**config.mk**
```make
export PLATFORM = sky130hd
export DESIGN_NAME = fc_result_argmax
export DESIGN_NICKNAME = d
export VERILOG_FILES = /design/src/rtl/fc_result_argmax_pkg.sv /design/src/rtl/fc_result_argmax_lane_reduce.sv /design/src/rtl/fc_result_argmax.sv
export SDC_FILE = /design/constraint.sdc
export NUM_CORES = 1
export LEC_CHECK = 0
export ABC_AREA = 1
export BUFFER_PORTS_ARGS = -buffer_cell sky130_fd_sc_hd__buf_2
export CAP_MARGIN = 20
export CORE_AREA = 5 5 262 264
export DETAILED_ROUTE_END_ITERATION = 10
export DIE_AREA = 0 0 267 269
export GPL_ROUTABILITY_DRIVEN = 0
export MAX_ROUTING_LAYER = met4
export PLACE_DENSITY = 0.75
export SYNTH_ARGS = -nofsm -noshare
export SYNTH_HDL_FRONTEND = slang
export SYNTH_SLANG_ARGS = --single-unit
```
**constraint.sdc**
```tcl
create_clock -name clk -period 27 [get_ports clk]
set_input_delay 1.35 -clock clk [delete_from_list [all_inputs] [get_ports clk]]
set_output_delay 1.35 -clock clk [all_outputs]
set_load 0.02 [all_outputs]
```
**src/rtl/fc_result_argmax_pkg.sv**
```systemverilog
// Shared parameters, types and FSM state encoding for the FC3 top-1 argmax stage.
package fc_result_argmax_pkg;

    localparam int AF         = 3;
    localparam int BATCH      = 9;
    localparam int FOUT3      = 1000;
    localparam int DATA_WIDTH = 8;
    localparam int ADDR_WIDTH = 32;
    localparam int IDX_W      = $clog2(FOUT3);
    localparam int NUM_WORDS  = (FOUT3 + AF - 1) / AF;
    localparam int WORD_W     = $clog2(NUM_WORDS);
    localparam int LANE_W     = (AF > 1) ? $clog2(AF) : 1;

    typedef logic signed [DATA_WIDTH-1:0] score_t;
    typedef logic [IDX_W-1:0]             cls_idx_t;

    typedef enum logic [1:0] {
        IDLE,
        SCAN,
        FLUSH,
        HOLD
    } argmax_state_e;

endpackage

```
**src/rtl/fc_result_argmax_lane_reduce.sv**
```systemverilog
// Combinational signed max over the AF lanes of one result word.
// Masked lanes never win; on equal values the lowest lane is kept.
module argmax_lane_reduce
    import fc_result_argmax_pkg::*;
(
    input  logic [AF*DATA_WIDTH-1:0] lanes,
    input  logic [AF-1:0]            lane_mask,
    output logic [DATA_WIDTH-1:0]    max_val,
    output logic [LANE_W-1:0]        max_lane
);

    score_t best;
    score_t cand;
    logic   found;

    always_comb begin
        best     = '0;
        cand     = '0;
        found    = 1'b0;
        max_lane = '0;
        for (int a = 0; a < AF; a++) begin
            cand = score_t'(lanes[a*DATA_WIDTH +: DATA_WIDTH]);
            // strict compare keeps the earlier (lower-class) lane on ties
            if (lane_mask[a] && (!found || cand > best)) begin
                best     = cand;
                max_lane = LANE_W'(a);
                found    = 1'b1;
            end
        end
        max_val = best;
    end

endmodule

```
**src/rtl/fc_result_argmax.sv**
```systemverilog
// Scans the FC3 result buffer word by word and returns the top-1 class index
// and score per batch image through a single valid/ready beat.
module fc_result_argmax
    import fc_result_argmax_pkg::*;
(
    input  logic                             clk,
    input  logic                             rst,
    input  logic                             start,
    output logic                             busy,
    output logic [ADDR_WIDTH-1:0]            rd_addr,
    output logic                             rd_ready,
    input  logic                             rd_valid,
    input  logic [BATCH*AF*DATA_WIDTH-1:0]   rd_data,
    output logic [BATCH*IDX_W-1:0]           top_idx,
    output logic [BATCH*DATA_WIDTH-1:0]      top_score,
    output logic                             out_valid,
    input  logic                             out_ready
);

    argmax_state_e         state_reg, state_next;
    logic [WORD_W-1:0]     word_reg;
    logic                  flush_cnt_reg;
    logic                  accept;
    logic                  load_out;
    logic                  last_word;
    logic [IDX_W:0]        word_base;
    logic [AF-1:0]         lane_mask;

    score_t                red_val   [BATCH];
    logic [LANE_W-1:0]     red_lane  [BATCH];
    logic                  s1_valid_reg;
    score_t                s1_val_reg  [BATCH];
    cls_idx_t              s1_idx_reg  [BATCH];
    logic                  run_valid_reg;
    score_t                run_val_reg [BATCH];
    cls_idx_t              run_idx_reg [BATCH];
    score_t                top_score_reg [BATCH];
    cls_idx_t              top_idx_reg   [BATCH];

    assign last_word = (word_reg == WORD_W'(NUM_WORDS - 1));
    assign word_base = (IDX_W+1)'(word_reg) * (IDX_W+1)'(AF);
    assign rd_addr   = ADDR_WIDTH'(word_reg);
    assign rd_ready  = (state_reg == SCAN);
    assign busy      = (state_reg != IDLE);
    assign out_valid = (state_reg == HOLD);

    // Padding lanes past the last class in the final word are masked off.
    for (genvar gi = 0; gi < AF; gi++) begin : g_mask
        assign lane_mask[gi] = (word_base + (IDX_W+1)'(gi)) < (IDX_W+1)'(FOUT3);
    end

    always_comb begin
        state_next = state_reg;
        accept     = 1'b0;
        load_out   = 1'b0;
        case (state_reg)
            IDLE:  if (start) state_next = SCAN;
            SCAN: begin
                if (rd_valid) begin
                    accept = 1'b1;
                    if (last_word) state_next = FLUSH;
                end
            end
            FLUSH: begin
                if (flush_cnt_reg) begin
                    state_next = HOLD;
                    load_out   = 1'b1;
                end
            end
            HOLD:  if (out_ready) state_next = IDLE;
            default: state_next = IDLE;
        endcase
    end

    always_ff @(posedge clk or posedge rst) begin
        if (rst) begin
            state_reg     <= IDLE;
            word_reg      <= '0;
            flush_cnt_reg <= 1'b0;
            s1_valid_reg  <= 1'b0;
            run_valid_reg <= 1'b0;
        end else begin
            state_reg     <= state_next;
            flush_cnt_reg <= (state_reg == FLUSH);
            s1_valid_reg  <= accept;
            if (accept && !last_word) word_reg <= word_reg + 1'b1;
            if (s1_valid_reg) run_valid_reg <= 1'b1;
            if (state_reg == IDLE && start) begin
                word_reg      <= '0;
                run_valid_reg <= 1'b0;
            end
        end
    end

    for (genvar gi = 0; gi < BATCH; gi++) begin : g_batch
        argmax_lane_reduce u_reduce (
            .lanes     (rd_data[gi*AF*DATA_WIDTH +: AF*DATA_WIDTH]),
            .lane_mask (lane_mask),
            .max_val   (red_val[gi]),
            .max_lane  (red_lane[gi])
        );

        always_ff @(posedge clk or posedge rst) begin
            if (rst) begin
                s1_val_reg[gi]    <= '0;
                s1_idx_reg[gi]    <= '0;
                run_val_reg[gi]   <= '0;
                run_idx_reg[gi]   <= '0;
                top_score_reg[gi] <= '0;
                top_idx_reg[gi]   <= '0;
            end else begin
                if (accept) begin
                    s1_val_reg[gi] <= red_val[gi];
                    s1_idx_reg[gi] <= word_base[IDX_W-1:0] + cls_idx_t'(red_lane[gi]);
                end
                // later words carry higher classes, so strict > keeps the lower index
                if (s1_valid_reg && (!run_valid_reg || s1_val_reg[gi] > run_val_reg[gi])) begin
                    run_val_reg[gi] <= s1_val_reg[gi];
                    run_idx_reg[gi] <= s1_idx_reg[gi];
                end
                if (load_out) begin
                    top_score_reg[gi] <= run_val_reg[gi];
                    top_idx_reg[gi]   <= run_idx_reg[gi];
                end
            end
        end

        assign top_idx[gi*IDX_W +: IDX_W]             = top_idx_reg[gi];
        assign top_score[gi*DATA_WIDTH +: DATA_WIDTH] = top_score_reg[gi];
    end

endmodule
```
==> run metrics <==
total setup buffers inserted after CTS 0; relative slew slack 0.293; FF-to-FF End s1_idx_reg[49]; layout cells sized above 1 0.166; DR vias/cell 5.20; Power Density 109 mW/mm²; mux contribution to synthesized area 0.0378; crit-path max FO 52; DRT met1 WL 38000 µm; async set-or-reset flop fraction in the synthesized netlist 1.00; initial core utilization 0.445; post-synth top area share 0.424; CP startpoint kind flop; pin count of the biggest net entering global routing 139; Critical Path AT 9.62 ns; Final period util 0.341; Required @ worst endpoint 27.42 ns; Crit. End Element flop; global-route wire length before repair 130000 µm; IO buf count between 300 and 400; top post-synthesis cells by area dfrtp_1, nand2_1, ha_1, nand3_1, inv_1; Num CTS Buffers 51; CTS sink count 500; status finished clean; DR top layer met4; Seq/Total Area, Yosys 0.424; Hold Path Class reg -> reg; area share of fa/ha/maj cells after synthesis 0.114; yosys warns 0; DP Worst Slack 18.05 ns; DR WL met3 5190 µm; Synth Area in Compound Gates 0.0781; Leak 18.6 nW; CP Class reg -> reg; initial antenna violation count 12; Rows between 90 and 100; setup TNS 0 ns; clk buf depth 3; # setup viols final 0; most common cell after layout, fill and taps aside nand2_1; Cell Area, Synth 0.0295 mm²; Pwr Total approximately 3.7 mW; leading cell types in the layout, fill and taps excluded nand2_1, dfrtp_1, buf_2; DR WL/cell 17.1 µm; slowest stage delay, CP 0.50 ns; Hold Buf Count CTS 0; Via Count 25300; PnR worst setup slack between 15 and 20 ns; largest family of logic cells by synthesized area simple AND/OR/NAND/NOR gates; vias in the first global route between 20000 and 25000; post-DP HPWL 63000 µm; FF+latch count, synth 500; TritonCTS clock tree built; placed cell areas 0.0320 mm²; area taken by multi-input logic gates 0.0147 mm²; final non-filler cell total 4859; # H-tree levels 2; Residual DRC 0; CTS resizes 0; Die W roughly 270 µm; post-synthesis simple-gate area fraction 0.249; maximum operating frequency 0.109 GHz; Layout area overhead 14.5%; met2 wire len between 30000 and 40000 µm; post-synthesis cell count 3608; Clock Root Buffer clkbuf_16; Congestion Overflow GR 0; final hold violation count 0; Crit path top cell by count nand2_1; Unique masters post-synth 44; nets 4419; Hold EP run_val_reg[10]; total track usage 0.231; Final Max Tran Viols 0; num ports 418; post-synthesis xor/xnor area fraction 0.0163; Final min period 9.20 ns; Hold Path Stages 2; Post-Layout Inst Area 0.0338 mm²; worst vdd ir 0.0523 mV; slowest CP cell buf_4; Die Height 269 µm; EDFF count, synth 0; Placed Cells 4755; main flop type after synthesis dfrtp_1; worst r2r src word_reg[1]; register area 0.0125 mm²; hold path start run_val_reg[10]; Slew @ Worst Pin 1.06 ns; register clock-pin slew on the reported worst setup and hold paths 0.07 ns; ANT nets after route 0; Post-Route WL 83300 µm; top cell type by total area after synthesis dfrtp_1; Clk Latency, worst-skew pair 0.59 ns; flop-to-flop setup slack roughly 18 ns; Min Hold Slack 0.467 ns; Fill cells 6295; RSZ-0062 raised after global routing false; Post-Route Utilization 0.509; Core Area 0.0663 mm²; mean post-synth cell area 8.17 µm²; Max Cap Violations 0; die area between 0.07 and 0.08 mm²; Reg2Reg Depth 49; Iteration-0 DRC Markers 1791; drt pass-1 iters 6; Worst Skew 0.0166 ns
==> cells in the mapped netlist, types with 2 or more instances <==
library cell,number
nand2_1,1105
dfrtp_1,500
inv_1,390
nand3_1,353
ha_1,252
o21ai_0,224
a21oi_1,101
mux2_2,99
nor2_1,99
nand4_1,97
clkbuf_1,87
xor2_1,46
buf_2,41
buf_4,29
o21bai_1,19
o21a_1,13
a221oi_1,12
o211ai_1,12
nand2_4,11
nand3_2,11
a31oi_1,10
fa_1,10
nand3b_1,10
buf_6,9
nand2_2,9
xnor2_1,9
inv_2,7
a21o_1,6
buf_1,6
nor3_1,6
o31ai_1,6
o311ai_0,4
clkinv_1,3
nor2_2,2
==> kinds of logic after synthesis <==
group                      count (synthesis)
buffers and inverters                    572
DFF                                      500
muxes                                     99
and+or+nand+nor                         1706
AOI/OAI and AO/OA                        413
other                                      1
adders and majority gates                262
xor gates and xnor gates                  55
==> cell type report <==
| cell class | instances | area share |
|---|---|---|
| inverter | 400 | 0.0448 |
| timing repair buffer | 425 | 0.0659 |
| multi-input combinational | 2558 | 0.436 |
| antenna | 12 | 0.000889 |
| clock inverter | 25 | 0.00756 |
| clock buffer | 66 | 0.0425 |
| sequential | 500 | 0.371 |
| tap | 873 | 0.0323 |
==> power by group <==
part	internal (mW)	switching, mW	total, mW	leakage [nW]
Combinational	0.582	1.07	1.65	11.3
Sequential	1.08	0.229	1.31	6.42
Clock	0.413	0.301	0.714	0.837
Total	2.07	1.60	3.67	18.6
==> critical path: cells and delay by family, from the launching register on <==
family                   cells  cell delay, ns
flip-flops                   1            0.40
AO/OA/AOI/OAI                7            1.07
XOR/XNOR                     1            0.17
adder cells (fa/ha/maj)      5            1.50
buffers and inverters        8            1.44
AND/OR/NAND/NOR             28            4.37
==> worst max path at each step <==
stage / cells after the start / slack [ns] / to / startpoint
after detailed placement: 49 / 18.05 / s1_idx_reg[49] / word_reg[1]
final: 49 / 17.80 / s1_idx_reg[49] / word_reg[1]
after floorplan: 1 / 11.69 / flush_cnt_reg / rst
after global placement: 49 / 18.24 / s1_idx_reg[49] / word_reg[1]
after global routing: 49 / 17.04 / s1_idx_reg[67] / word_reg[1]
after CTS: 49 / 17.98 / s1_idx_reg[49] / word_reg[1]
==> per-layer routing <==
layer | up-vias | GRT usage
li1 | 12500 | -
met1 | 11800 | 0.319
met2 | 785 | 0.351
met3 | 188 | 0.0375
met4 | 0 | 0.0767
met5 | - | -
Power figures use the tool's default switching activity.
